<file path="config.mk">
export PLATFORM = sky130hd
export DESIGN_NAME = multi_sync_filter
export DESIGN_NICKNAME = d
export VERILOG_FILES = /design/src/rtl/sync_pkg.sv /design/src/rtl/sync_bit_filter.sv /design/src/rtl/multi_sync_filter.sv
export SDC_FILE = /design/constraint.sdc
export NUM_CORES = 1
export LEC_CHECK = 0
export BUFFER_PORTS_ARGS = -buffer_cell sky130_fd_sc_hd__buf_4
export CORE_ASPECT_RATIO = 1.75
export CORE_MARGIN = 2
export CORE_UTILIZATION = 46
export DETAILED_ROUTE_END_ITERATION = 8
export GPL_TIMING_DRIVEN = 0
export PLACE_DENSITY = 0.81
export SETUP_SLACK_MARGIN = 0.2
export SLEW_MARGIN = 20
export SYNTH_ARGS = -nofsm -noshare
export SYNTH_HDL_FRONTEND = slang
export SYNTH_SLANG_ARGS = --single-unit
export TNS_END_PERCENT = 20
</file>
<file path="constraint.sdc">
create_clock -name clk -period 0.85 [get_ports clk]
set_input_delay 0 -clock clk [delete_from_list [all_inputs] [get_ports clk]]
set_output_delay 0 -clock clk [all_outputs]
set_load 0.1 [all_outputs]
</file>
<file path="src/rtl/sync_pkg.sv">
// Shared defaults and helpers for the multi-channel synchronizer/filter.
package sync_pkg;

  localparam int DEF_WIDTH    = 4;
  localparam int DEF_STAGES   = 2;
  localparam int DEF_FILT_CNT = 3;

  // Stability counter width; never below one bit so declarations stay legal.
  function automatic int cnt_width(input int filt_cnt);
    return (filt_cnt < 1) ? 1 : $clog2(filt_cnt + 1);
  endfunction

endpackage

</file>
<file path="src/rtl/sync_bit_filter.sv">
// One channel: flop-chain synchronizer, stability filter and edge pulses.
module sync_bit_filter
  import sync_pkg::*;
#(
  parameter int STAGES   = DEF_STAGES,
  parameter int FILT_CNT = DEF_FILT_CNT
) (
  input  logic clk,
  input  logic rst_n,
  input  logic async_in,
  output logic sync_out,
  output logic filt_out,
  output logic rise_pulse,
  output logic fall_pulse
);

  (* ASYNC_REG = "TRUE", keep = "true" *) logic [STAGES-1:0] sync_q;
  logic filt_next;

  always_ff @(posedge clk) begin
    if (!rst_n) begin
      sync_q <= '0;
    end else begin
      sync_q <= {sync_q[STAGES-2:0], async_in};
    end
  end

  assign sync_out = sync_q[STAGES-1];

  generate
    if (FILT_CNT == 0) begin : g_bypass
      assign filt_out  = sync_q[STAGES-1];
      assign filt_next = sync_q[STAGES-2];
    end else begin : g_filter
      localparam int CW = cnt_width(FILT_CNT);
      localparam logic [CW-1:0] CNT_LAST = CW'(FILT_CNT - 1);

      logic [CW-1:0] cnt_q;
      logic [CW-1:0] cnt_d;
      logic          filt_q;
      logic          filt_d;

      // Accept the new level on the F-th consecutive mismatching cycle.
      always_comb begin
        filt_d = filt_q;
        cnt_d  = '0;
        if (sync_q[STAGES-1] != filt_q) begin
          if (cnt_q == CNT_LAST) begin
            filt_d = sync_q[STAGES-1];
          end else begin
            cnt_d = cnt_q + 1'b1;
          end
        end
      end

      always_ff @(posedge clk) begin
        if (!rst_n) begin
          cnt_q  <= '0;
          filt_q <= 1'b0;
        end else begin
          cnt_q  <= cnt_d;
          filt_q <= filt_d;
        end
      end

      assign filt_out  = filt_q;
      assign filt_next = filt_d;
    end
  endgenerate

  // Pulses register alongside filt_out so they coincide with its new value.
  always_ff @(posedge clk) begin
    if (!rst_n) begin
      rise_pulse <= 1'b0;
      fall_pulse <= 1'b0;
    end else begin
      rise_pulse <= filt_next & ~filt_out;
      fall_pulse <= ~filt_next & filt_out;
    end
  end

endmodule

</file>
<file path="src/rtl/multi_sync_filter.sv">
// WIDTH independent synchronized, glitch-filtered channels with edge pulses.
module multi_sync_filter
  import sync_pkg::*;
#(
  parameter int WIDTH    = DEF_WIDTH,
  parameter int STAGES   = DEF_STAGES,
  parameter int FILT_CNT = DEF_FILT_CNT
) (
  input  logic             clk,
  input  logic             rst_n,
  input  logic [WIDTH-1:0] async_in,
  output logic [WIDTH-1:0] sync_out,
  output logic [WIDTH-1:0] filt_out,
  output logic [WIDTH-1:0] rise_pulse,
  output logic [WIDTH-1:0] fall_pulse,
  output logic             any_change
);

  for (genvar i = 0; i < WIDTH; i++) begin : g_ch
    sync_bit_filter #(
      .STAGES   (STAGES),
      .FILT_CNT (FILT_CNT)
    ) u_bit (
      .clk        (clk),
      .rst_n      (rst_n),
      .async_in   (async_in[i]),
      .sync_out   (sync_out[i]),
      .filt_out   (filt_out[i]),
      .rise_pulse (rise_pulse[i]),
      .fall_pulse (fall_pulse[i])
    );
  end

  assign any_change = |(rise_pulse | fall_pulse);

endmodule

</file>
* Word-level counts from Yosys, hierarchy flattened
Index checks and enable logic that the tools add are counted.
** Storage, ports and cells
- Output and inout bits :: 17
- Register bits :: 28
- Logic and storage cells :: 67
- Input bits :: 6
** Operators by class
- Reduce and logical (&&, ||, !) cells :: 5
- Add/subtract/negate cells :: 4
- Bitwise operators :: 22
- Mux-type cells :: 8
- Eq/ne operators :: 8
** Operators by type and width (count)
- inverter 1 bit :: 13
- OR reduction 3 bit :: 4
- adder 2 x 1 -> 2 bit, second input constant :: 4
- AND 1 bit :: 8
- == test 2 bit, second input constant :: 4
- 2-to-1 mux 1 bit :: 8
- != test 1 bit :: 4
- bitwise OR 4 bit :: 1
- OR reduction 4 bit :: 1

* Logic depth before layout (Yosys ltp)
Gate-level depths: netlist of run 1.
- Depth in word-level cells :: 5
- Depth in mapped cells :: 4
- Depth with buffers taken out :: 4

* Modules after synthesis
A second synthesis of run 1 with hierarchy kept.
** Unflattened totals
- Cells, all modules :: 83
- Area, all modules :: 967.2 µm²
** Modules (own cells, without submodules)
- sync_bit_filter :: instances 4, area each 237.7 µm², sequential area each 140.1 µm², cells each 20
- multi_sync_filter :: instances 1, area each 16.3 µm², sequential area each 0.0 µm², cells each 3

* Least setup slack after synthesis of run 1
Ideal clock, no wire load.
- Kind :: reg2out
- From :: reg g_ch[0].u_bit.fall_pulse
- To :: out any_change
- Arrival time :: 1.122 ns
- Cell stages (with the launch flop) :: 3
- Path buffers :: 0
- Setup slack :: -0.272 ns
- Required time :: 0.850 ns
- Path through :: dfxtp_1 -> nor4_1 -> nand2_1
** Between the ends
- Cells in the longest elaborated chain, start to end :: 2
** RTL lines
- from (decl) :: RTL line sync_bit_filter.sv:14 : output logic fall_pulse
- from (signal assigned) :: RTL line sync_bit_filter.sv:78 : fall_pulse <= ~filt_next & filt_out;
- bitwise OR 4 bit :: RTL line multi_sync_filter.sv:34 : assign any_change = |(rise_pulse | fall_pulse);
- OR reduction 4 bit :: RTL line multi_sync_filter.sv:34
- to (decl) :: RTL line multi_sync_filter.sv:16 : output logic any_change
No other way between the ends.

* Worst setup path in the final report of run 1
- From :: reg g_ch[3].u_bit.rise_pulse
- To :: out any_change
** Between the ends
- Cells in the longest elaborated chain, start to end :: 2
** RTL lines
- from (decl) :: RTL line sync_bit_filter.sv:13 : output logic rise_pulse,
- from (signal assigned) :: RTL line sync_bit_filter.sv:77 : rise_pulse <= filt_next & ~filt_out;
- bitwise OR 4 bit :: RTL line multi_sync_filter.sv:34
- OR reduction 4 bit :: RTL line multi_sync_filter.sv:34
No other way between the ends.

==> impl_metrics.toml, run 1 <==
[detailed_routing]
first_pass_iters = 3
avgViaCountPerCell = 4.98
num_vias = 787
post_drt_wl_per_cell_um = 17.3
initialDrtViolationCount = 10
wl_um = 2730
drtAntennaViolNets = 0
drc = 0

[global_routing]
gr-total-overflow = 0
grt_max_degree = 15
antenna_found_initial = 0
grt_use_total = 0.203
grt_pass1_wl_um = 3730
grt_pass1_vias = 845

[die]
fp-row-count = 23
die_h_um = 67.8
ios = 23
coreArea_um2 = 2240
die_w_um = 40.4
start_util = 0.476
die_area_um2 = 2740

[pwr]
irDropWorstVdd_uv = 1160
power.leakage_nw = 0.764
finalPower_mw = 2.27
power.density_nw_per_um2 = 1140

[yosys]
synth-seq-cells = 28
synth_cells = 97
yosysWarningCount = 0
syn-cell-area_um2 = 1070
syn_nets = 107
synth_area_leaders = "dfxtp_1 52%, buf_4 12%, nor4b_1 6.6%"
synth_top_area_share = 0.525
yosysTopAreaCell = "dfxtp_1"
yosysSeqAreaShare = 0.525
avgSynthCellArea_um2 = 11.0
synthDistinctLibCells = 13

[sta]
slew_violations = 0
timing.final.crit_share = 1.41
maxSlewHeadroom = 0.755
max_freq_ghz = 0.833
setup_viol = 35
hold_violations = 0
rsz0062_at_grt = "yes"
final.setup.tns_ns = -2.87
fin_ws_ns = -0.351
whs_ns = 0.0275
tightest_slew_ns = 0.364
period_needed_ns = 1.20
fin_skew_ns = 0.00362

[clock_tree]
clock_path_buffers = 2
cts_tree = "done"
cts_root_buf = "clkbuf_8"
insertion_delay_ns = 0.26
htreeDepth = 1
cts_sinks = 28
clk_pin_slew_ns = 0.09
cts_buffers = 3

[placement]
place_ws_ns = -0.215
placed_area_um2 = 1290
dp_hpwl_um = 1290
gp_congestion = 0.727
dp.cells = 144
port-buffer-count = 22

[setup_path]
cp_top_family = "simple AND/OR/NAND/NOR gates"
worstPathCellList = "nor4_4 > nand2_4 > buf_12"
cpPeakStageDelay_ns = 0.35
critPathMaxFanout = 2
critPathSlowestCell = "dfxtp_2"
critical_path_class = "flip-flop to primary output"
end_kind = "primary output"
worst-path-buf-inv = 1
arrival_ns = 1.20
cp.required_ns = 0.85
critPathLaunchType = "flip-flop"

[status]
status = "finished, violations left"
violations = "negative setup slack"

[cells_and_area]
synthToLayoutAreaGrowth_pct = 85.4
drive_above_1_share = 0.774
final_common_cell = "buf_12"
final_cell_mix = "17 x buf_12, 15 x buf_4, 14 x buf_6"
layout.nets = 145
final_core_util = 0.882
nFillCells = 98
final_cells = 158
n_antenna_cell = 0
design_area_um2 = 1980

[worst_hold_path]
hp-class = "input port to flip-flop"

[run]
maxCapViolCount = 0
## layout make-up
type / count / area (um2) / share of cell area
well taps: 25 / 31.3 / 0.0158
flip-flops and latches: 28 / 617 / 0.311
multi-input cells: 47 / 614 / 0.310
clock buffers: 3 / 41.3 / 0.0208
plain buffers: 18 / 184 / 0.0929
repair buffers: 33 / 475 / 0.240
inverters: 4 / 17.5 / 0.00884
## final timing paths
check                                  start                         endpoint  slack [ns]  cells after the start
max reg2reg  g_ch[0].u_bit.g_filter.cnt_q[0]  g_ch[0].u_bit.g_filter.cnt_q[0]       -0.24                      3
min                                    rst_n  g_ch[3].u_bit.g_filter.cnt_q[0]        0.03                      2
min reg2reg  g_ch[2].u_bit.g_filter.cnt_q[0]  g_ch[2].u_bit.g_filter.cnt_q[0]        0.42                      1
max                 g_ch[3].u_bit.rise_pulse                       any_change       -0.35                      3
## Yosys cell counts
| cell type | instances |
|---|---|
| buf_4 | 17 |
| nor3b_1 | 8 |
| inv_1 | 4 |
| dfxtp_1 | 28 |
| nor4b_1 | 8 |
| ha_1 | 4 |
| nor2b_1 | 4 |
| clkbuf_1 | 1 |
| nand2_1 | 5 |
| and2_1 | 8 |
| xnor2_1 | 4 |
| mux2i_1 | 4 |
| nor4_1 | 2 |
## state kept, by name, summed over array words and instances, names as in the netlist
name / count
g_ch.u_bit.sync_q: 8
g_ch.u_bit.g_filter.cnt_q: 8
g_ch.u_bit.rise_pulse: 4
g_ch.u_bit.fall_pulse: 4
g_ch.u_bit.filt_out: 4
## per-layer routing
metal / wire length [um] / global-route usage / vias up / part of all wire
met2: 1530 / 0.397 / 19 / 0.56
met5: 0 / 0 / - / 0
met1: 1060 / 0.192 / 381 / 0.39
met4: 90 / 0.0750 / 0 / 0.033
met3: 56 / 0.0263 / 6 / 0.021
li1: - / - / 381 / -
## logic make-up after synthesis
family | share of synthesized area
xor+xnor | 0.0328
fa+ha+maj | 0.0468
buf+inv | 0.137
flops | 0.525
simple gates | 0.221
mux | 0.0375
## power breakdown
part	total [mW]	leakage [nW]	internal, mW	switching [mW]
logic	0.255	0.500	0.131	0.125
registers	1.33	0.242	1.31	0.0211
clock network	0.684	0.0216	0.317	0.367
total	2.27	0.764	1.75	0.513
## what timing repair did
| item | 4_1_cts | 5_1_grt |
|---|---|---|
| setup endpoints to repair | 37 | 39 |
| hold buffers | 4 | 0 |
| setup buffers | 5 | 2 |
| resized for setup | 110 | 29 |
| pin swaps | 5 | 8 |
| gates cloned | 0 | 0 |
| endpoints found under the hold margin | 4 | 0 |
Note: power is estimated with default switching activity, not from simulation.
==> inputs of run 2 (changes only) <==
ABC_AREA = 1   (was not set)
CORE_UTILIZATION = 47   (was 46)
CTS_CLUSTER_SIZE = 20   (was not set)
PLACE_DENSITY = 0.82   (was 0.81)
==> run 2 against run 1 <==
Against the previous run:
- total power grew 2.2%
- worst setup slack gained 0.16 ns
- clock power grew 2%
- register-to-register slack gained 0.08 ns
- maximum frequency grew 16%
- hold slack lost 0.018 ns
- critical path depth is the same
- the flow still finishes with violations (negative setup slack)
- largest power group unchanged
- largest cell class unchanged
- routed wire length shrank 2.3%
==> impl_metrics.toml, run 2 <==
[status]
status = "finished, violations left"
violations = "negative setup slack"

[global_routing]
grt_pass1_vias = 990
grt_pass1_wl_um = 3990
gr-total-overflow = 0
grt_use_total = 0.211
antenna_found_initial = 0
grt_max_degree = 15

[cells_and_area]
nFillCells = 123
layout.nets = 185
design_area_um2 = 1860
drive_above_1_share = 0.601
synthToLayoutAreaGrowth_pct = 68.7
final_cell_mix = "21 x dfxtp_2, 17 x nor2_1, 17 x buf_6"
final_core_util = 0.828
regArea_um2 = 594
layout_top_registers = "g_ch.u_bit.g_filter.cnt_q (8), g_ch.u_bit.sync_q (8)"
n_antenna_cell = 0
multi_input_area_um2 = 434
final_cells = 198
final_common_cell = "dfxtp_2"

[placement]
dp.cells = 183
placed_area_um2 = 1340
dp_hpwl_um = 1410
port-buffer-count = 22
place_ws_ns = -0.0777
gp_congestion = 0.748

[yosys]
synth_area_leaders = "dfxtp_1 51%, buf_4 11%, nor2_1 8.9%"
synth_edf_count = 0
synth_cells = 136
avgSynthCellArea_um2 = 8.11
yosysTopAreaCell = "dfxtp_1"
synthArstFlopShare = 0
synth_most_common_cell = "dfxtp_1"
syn-cell-area_um2 = 1100
synth_top_area_share = 0.509
ys_top_cells_by_count = "28 x dfxtp_1, 26 x nor2_1, 24 x inv_1, 16 x buf_4, 16 x nand2_1"
ys.flop_type = "dfxtp_1"
synthDistinctLibCells = 14
synth-seq-cells = 28
yosysWarningCount = 0
syn_nets = 146
yosysSeqAreaShare = 0.509

[detailed_routing]
drtAntennaViolNets = 0
wl_um = 2670
initialDrtViolationCount = 19
post_drt_wl_per_cell_um = 13.5
num_vias = 944
avgViaCountPerCell = 4.77
drc = 0
first_pass_iters = 4

[sta]
slew_violations = 0
fin_ws_ns = -0.186
setup_viol = 30
rsz0062_at_grt = "yes"
whs_ns = 0.00993
timing.final.crit_share = 1.22
final.setup.tns_ns = -1.41
hold_violations = 0
period_needed_ns = 1.04
tightest_slew_ns = 0.198
max_freq_ghz = 0.965
fin_skew_ns = 0.00185
maxSlewHeadroom = 0.867

[clock_tree]
cts_buffers = 3
clock_path_buffers = 2
insertion_delay_ns = 0.27
cts_sinks = 28
cts_tree = "done"
htreeDepth = 1
clk_pin_slew_ns = 0.08
cts_root_buf = "clkbuf_8"

[setup_path]
cp.required_ns = 0.85
critPathMaxFanout = 2
r2r-start = "g_ch[0].u_bit.g_filter.cnt_q[0]"
arrival_ns = 1.04
end_kind = "primary output"
critical_path_class = "flip-flop to primary output"
critPathLaunchType = "flip-flop"
crit_path_start = "g_ch[3].u_bit.fall_pulse"

[die]
die_h_um = 68.1
die_area_um2 = 2760
ios = 23
coreArea_um2 = 2240
die_w_um = 40.6
start_util = 0.491
fp-row-count = 23

[worst_hold_path]
hp-class = "input port to flip-flop"
min_from = "rst_n"

[pwr]
power.leakage_nw = 0.839
irDropWorstVdd_uv = 1550
finalPower_mw = 2.32
power.density_nw_per_um2 = 1250

[run]
maxCapViolCount = 0
==> run 2: cell types whose count changed in the layout (fill, tap and decap cells not counted), sizes merged, moves of 8 or more <==
cell,previous run,this run
nor3b,8,0
nand2,5,16
nor2,0,28
inv,4,25
nand3,0,8
and2,8,0
nor4b,8,0
==> run 2: area by class of cell <==
class                   instances  area share
plain buffers                  18       0.104
well taps                      25      0.0168
flip-flops and latches         28       0.320
inverters                      25      0.0518
clock buffers                   3      0.0222
multi-input cells              65       0.234
repair buffers                 34       0.252
==> run 2: timing repair <==
| action | in CTS | in global routing |
|---|---|---|
| endpoints found under the setup margin | 37 | 37 |
| endpoints found under the hold margin | 4 | 0 |
| gates resized for setup | 89 | 21 |
| pin swaps | 1 | 11 |
| hold buffers | 4 | 0 |
| buffers inserted | 6 | 2 |
==> run 2: cells by family (layout without fill, tap and decap cells) <==
kind of cell / Yosys count / in the layout / synth area share
buffers and inverters: 43 / 80 / 0.209
and+or+nand+nor: 61 / 61 / 0.237
DFF: 28 / 28 / 0.509
adders and majority gates: 4 / 4 / 0.0454
==> run 2: path summary, 6_finish.rpt <==
kind                            cells after the start  slack, ns                              end
worst max-delay path                                3      -0.19                       any_change
worst min-delay path                                2       0.01         g_ch[3].u_bit.fall_pulse
worst max register to register                      5      -0.16  g_ch[0].u_bit.g_filter.cnt_q[0]
worst min register to register                      1       0.41  g_ch[3].u_bit.g_filter.cnt_q[0]
==> run 2: critical path: stages (launching register included) <==
cell	delay (ns)
dfxtp_2	0.33
nor2_1	0.11
nand4_1	0.12
buf_6	0.20
==> run 2: power by group <==
group	internal, mW	switching (mW)
Clock	0.318	0.379
Sequential	1.33	0.0141
Combinational	0.122	0.153
==> run 2: per-layer routing <==
metal / GRT usage / wire [um] / up-vias
met4: 0.121 / 54 / 0
li1: - / - / 461
met2: 0.403 / 1600 / 26
met1: 0.182 / 926 / 451
met5: 0 / 0 / -
met3: 0.0390 / 83 / 6
==> inputs of run 3 (changes only) <==
==> constraint.sdc (replaced) <==
create_clock -name clk -period 0.85 [get_ports clk]
set_input_delay 0.1275 -clock clk [delete_from_list [all_inputs] [get_ports clk]]
set_output_delay 0.1275 -clock clk [all_outputs]
set_load 0.1 [all_outputs]
==> run 3 against run 2 <==
Against the previous run:
- routed wire length down 15%
- final area decreased by 3.2%
- clock-buffer cell count unchanged
- clock power increased by 48%
- highest routed layer unchanged
- combinational power shrank 13%
- the flow still finishes with violations (negative setup slack)
- non-clock buffer count shrank 3
- sequential share of layout area rose by 1.2 points
- largest power group unchanged
- via count is 3.9% lower
- die area unchanged
- largest cell class unchanged
- critical path depth is the same
==> impl_metrics.toml, run 3 (synthesized netlist as in run 2, its figures left out) <==
[die]
die_area_um2 = 2760
coreArea_um2 = 2240
die_w_um = 40.6
die_h_um = 68.1
ios = 23
start_util = 0.491
fp-row-count = 23

[sta]
slew_violations = 0
setup_viol = 28
hold_violations = 0
tightest_slew_ns = 0.201
max_freq_ghz = 0.867
timing.final.crit_share = 1.36
maxSlewHeadroom = 0.867
whs_ns = 0.0296
final.setup.tns_ns = -3.23
period_needed_ns = 1.15
fin_ws_ns = -0.303
rsz0062_at_grt = "yes"
fin_skew_ns = 0.00123

[clock_tree]
insertion_delay_ns = 0.27
clock_path_buffers = 2
cts_root_buf = "clkbuf_8"
clk_pin_slew_ns = 0.09
cts_buffers = 3
htreeDepth = 1
cts_sinks = 28
cts_tree = "done"

[setup_path]
end_kind = "primary output"
worstPathCellList = "nor2_1 > nand4_1 > buf_6"
critical_path_class = "flip-flop to primary output"
arrival_ns = 1.03
critPathLaunchType = "flip-flop"
critPathMaxFanout = 2
cp.required_ns = 0.72
cpPeakStageDelay_ns = 0.33
critPathSlowestCell = "dfxtp_2"

[global_routing]
use_met1 = 0.158
antenna_found_initial = 0
grtUsageMet3 = 0.0260
grt_use_total = 0.191
grt.busiest_layer = "met2"
met2_usage = 0.395
gr-total-overflow = 0
grt_pass1_wl_um = 3560
grt_pass1_vias = 883
grt_max_degree = 17

[cells_and_area]
layout_top_registers = "g_ch.u_bit.g_filter.cnt_q (8), g_ch.u_bit.sync_q (8)"
n_antenna_cell = 0
final_cells = 196
design_area_um2 = 1800
drive_above_1_share = 0.561
final_cell_mix = "22 x nor2_1, 20 x dfxtp_2"
layout.nets = 182
final_core_util = 0.802
synthToLayoutAreaGrowth_pct = 63.3
final_common_cell = "nor2_1"

[detailed_routing]
num_vias = 907
drtAntennaViolNets = 0
initialDrtViolationCount = 29
wl_um = 2270
first_pass_iters = 4
drc = 0
post_drt_wl_per_cell_um = 11.6
avgViaCountPerCell = 4.63

[status]
violations = "negative setup slack"
status = "finished, violations left"

[worst_hold_path]
hp-class = "input port to flip-flop"

[placement]
gp_congestion = 0.749
dp_hpwl_um = 1390
port-buffer-count = 22
dp.cells = 183
placed_area_um2 = 1340

[pwr]
power.density_nw_per_um2 = 1450
irDropWorstVdd_uv = 1530
power.leakage_nw = 0.840

[run]
maxCapViolCount = 0
## run 3: changes by cell type in the layout (fill, tap and decap cells not counted), moves of 2 or more
cell           change
dlygate4sd3_1      -4
nor2_1             +5
nand3_2            -2
nand3_1            +2
nor3_2             -2
nor2_4             -4
buf_4              +2
nor3_1             +2
## run 3: critical path: cells and delay by family, from the launching register on
kind                   cells  cell delay [ns]
buffers and inverters      1             0.20
and+or+nand+nor            2             0.22
DFF                        1             0.33
## run 3: final timing paths
check / from / end / slack, ns / cells after the start
worst max-delay path: g_ch[3].u_bit.fall_pulse / any_change / -0.30 / 3
worst min-delay path: async_in[0] / g_ch[0].u_bit.sync_q[0] / 0.03 / 3
worst max register to register: g_ch[2].u_bit.g_filter.cnt_q[0] / g_ch[2].u_bit.g_filter.cnt_q[0] / -0.08 / 5
worst min register to register: g_ch[1].u_bit.g_filter.cnt_q[0] / g_ch[1].u_bit.g_filter.cnt_q[0] / 0.41 / 1
## run 3: power by group
group	internal, mW	switching, mW	total (mW)
Sequential	1.33	0.0150	1.34
Clock	0.630	0.395	1.03
Combinational	0.104	0.135	0.239
## run 3: routing by layer
metal | part of all wire | up-vias
met3 | 0.030 | 6
met5 | 0 | -
met2 | 0.62 | 21
met1 | 0.33 | 420
met4 | 0.015 | 0
li1 | - | 460
## run 3: final cells by class
| type | count | area (um2) |
|---|---|---|
| flip-flops and latches | 28 | 597 |
| fillers | 142 | 444 |
| repair buffers | 31 | 437 |
| multi-input cells | 65 | 382 |
| plain buffers | 18 | 189 |
| inverters | 25 | 93.8 |
| clock buffers | 3 | 41.3 |
| well taps | 25 | 31.3 |
| clock inverters | 1 | 30.0 |
## run 3: timing repair
action,4_1_cts,5_1_grt
setup endpoints to repair,37,37
pin swaps,2,1
gates resized for setup,87,8
setup buffers,5,4
hold buffers,0,0
## run 3: per-stage QoR
step	power, mW	worst slack, ns
final	2.61	-0.303
after global routing	2.70	-0.356
after CTS	2.62	-0.301
after detailed placement	1.56	-0.0669
after global placement	1.55	-0.0435
after floorplan	1.51	-0.566
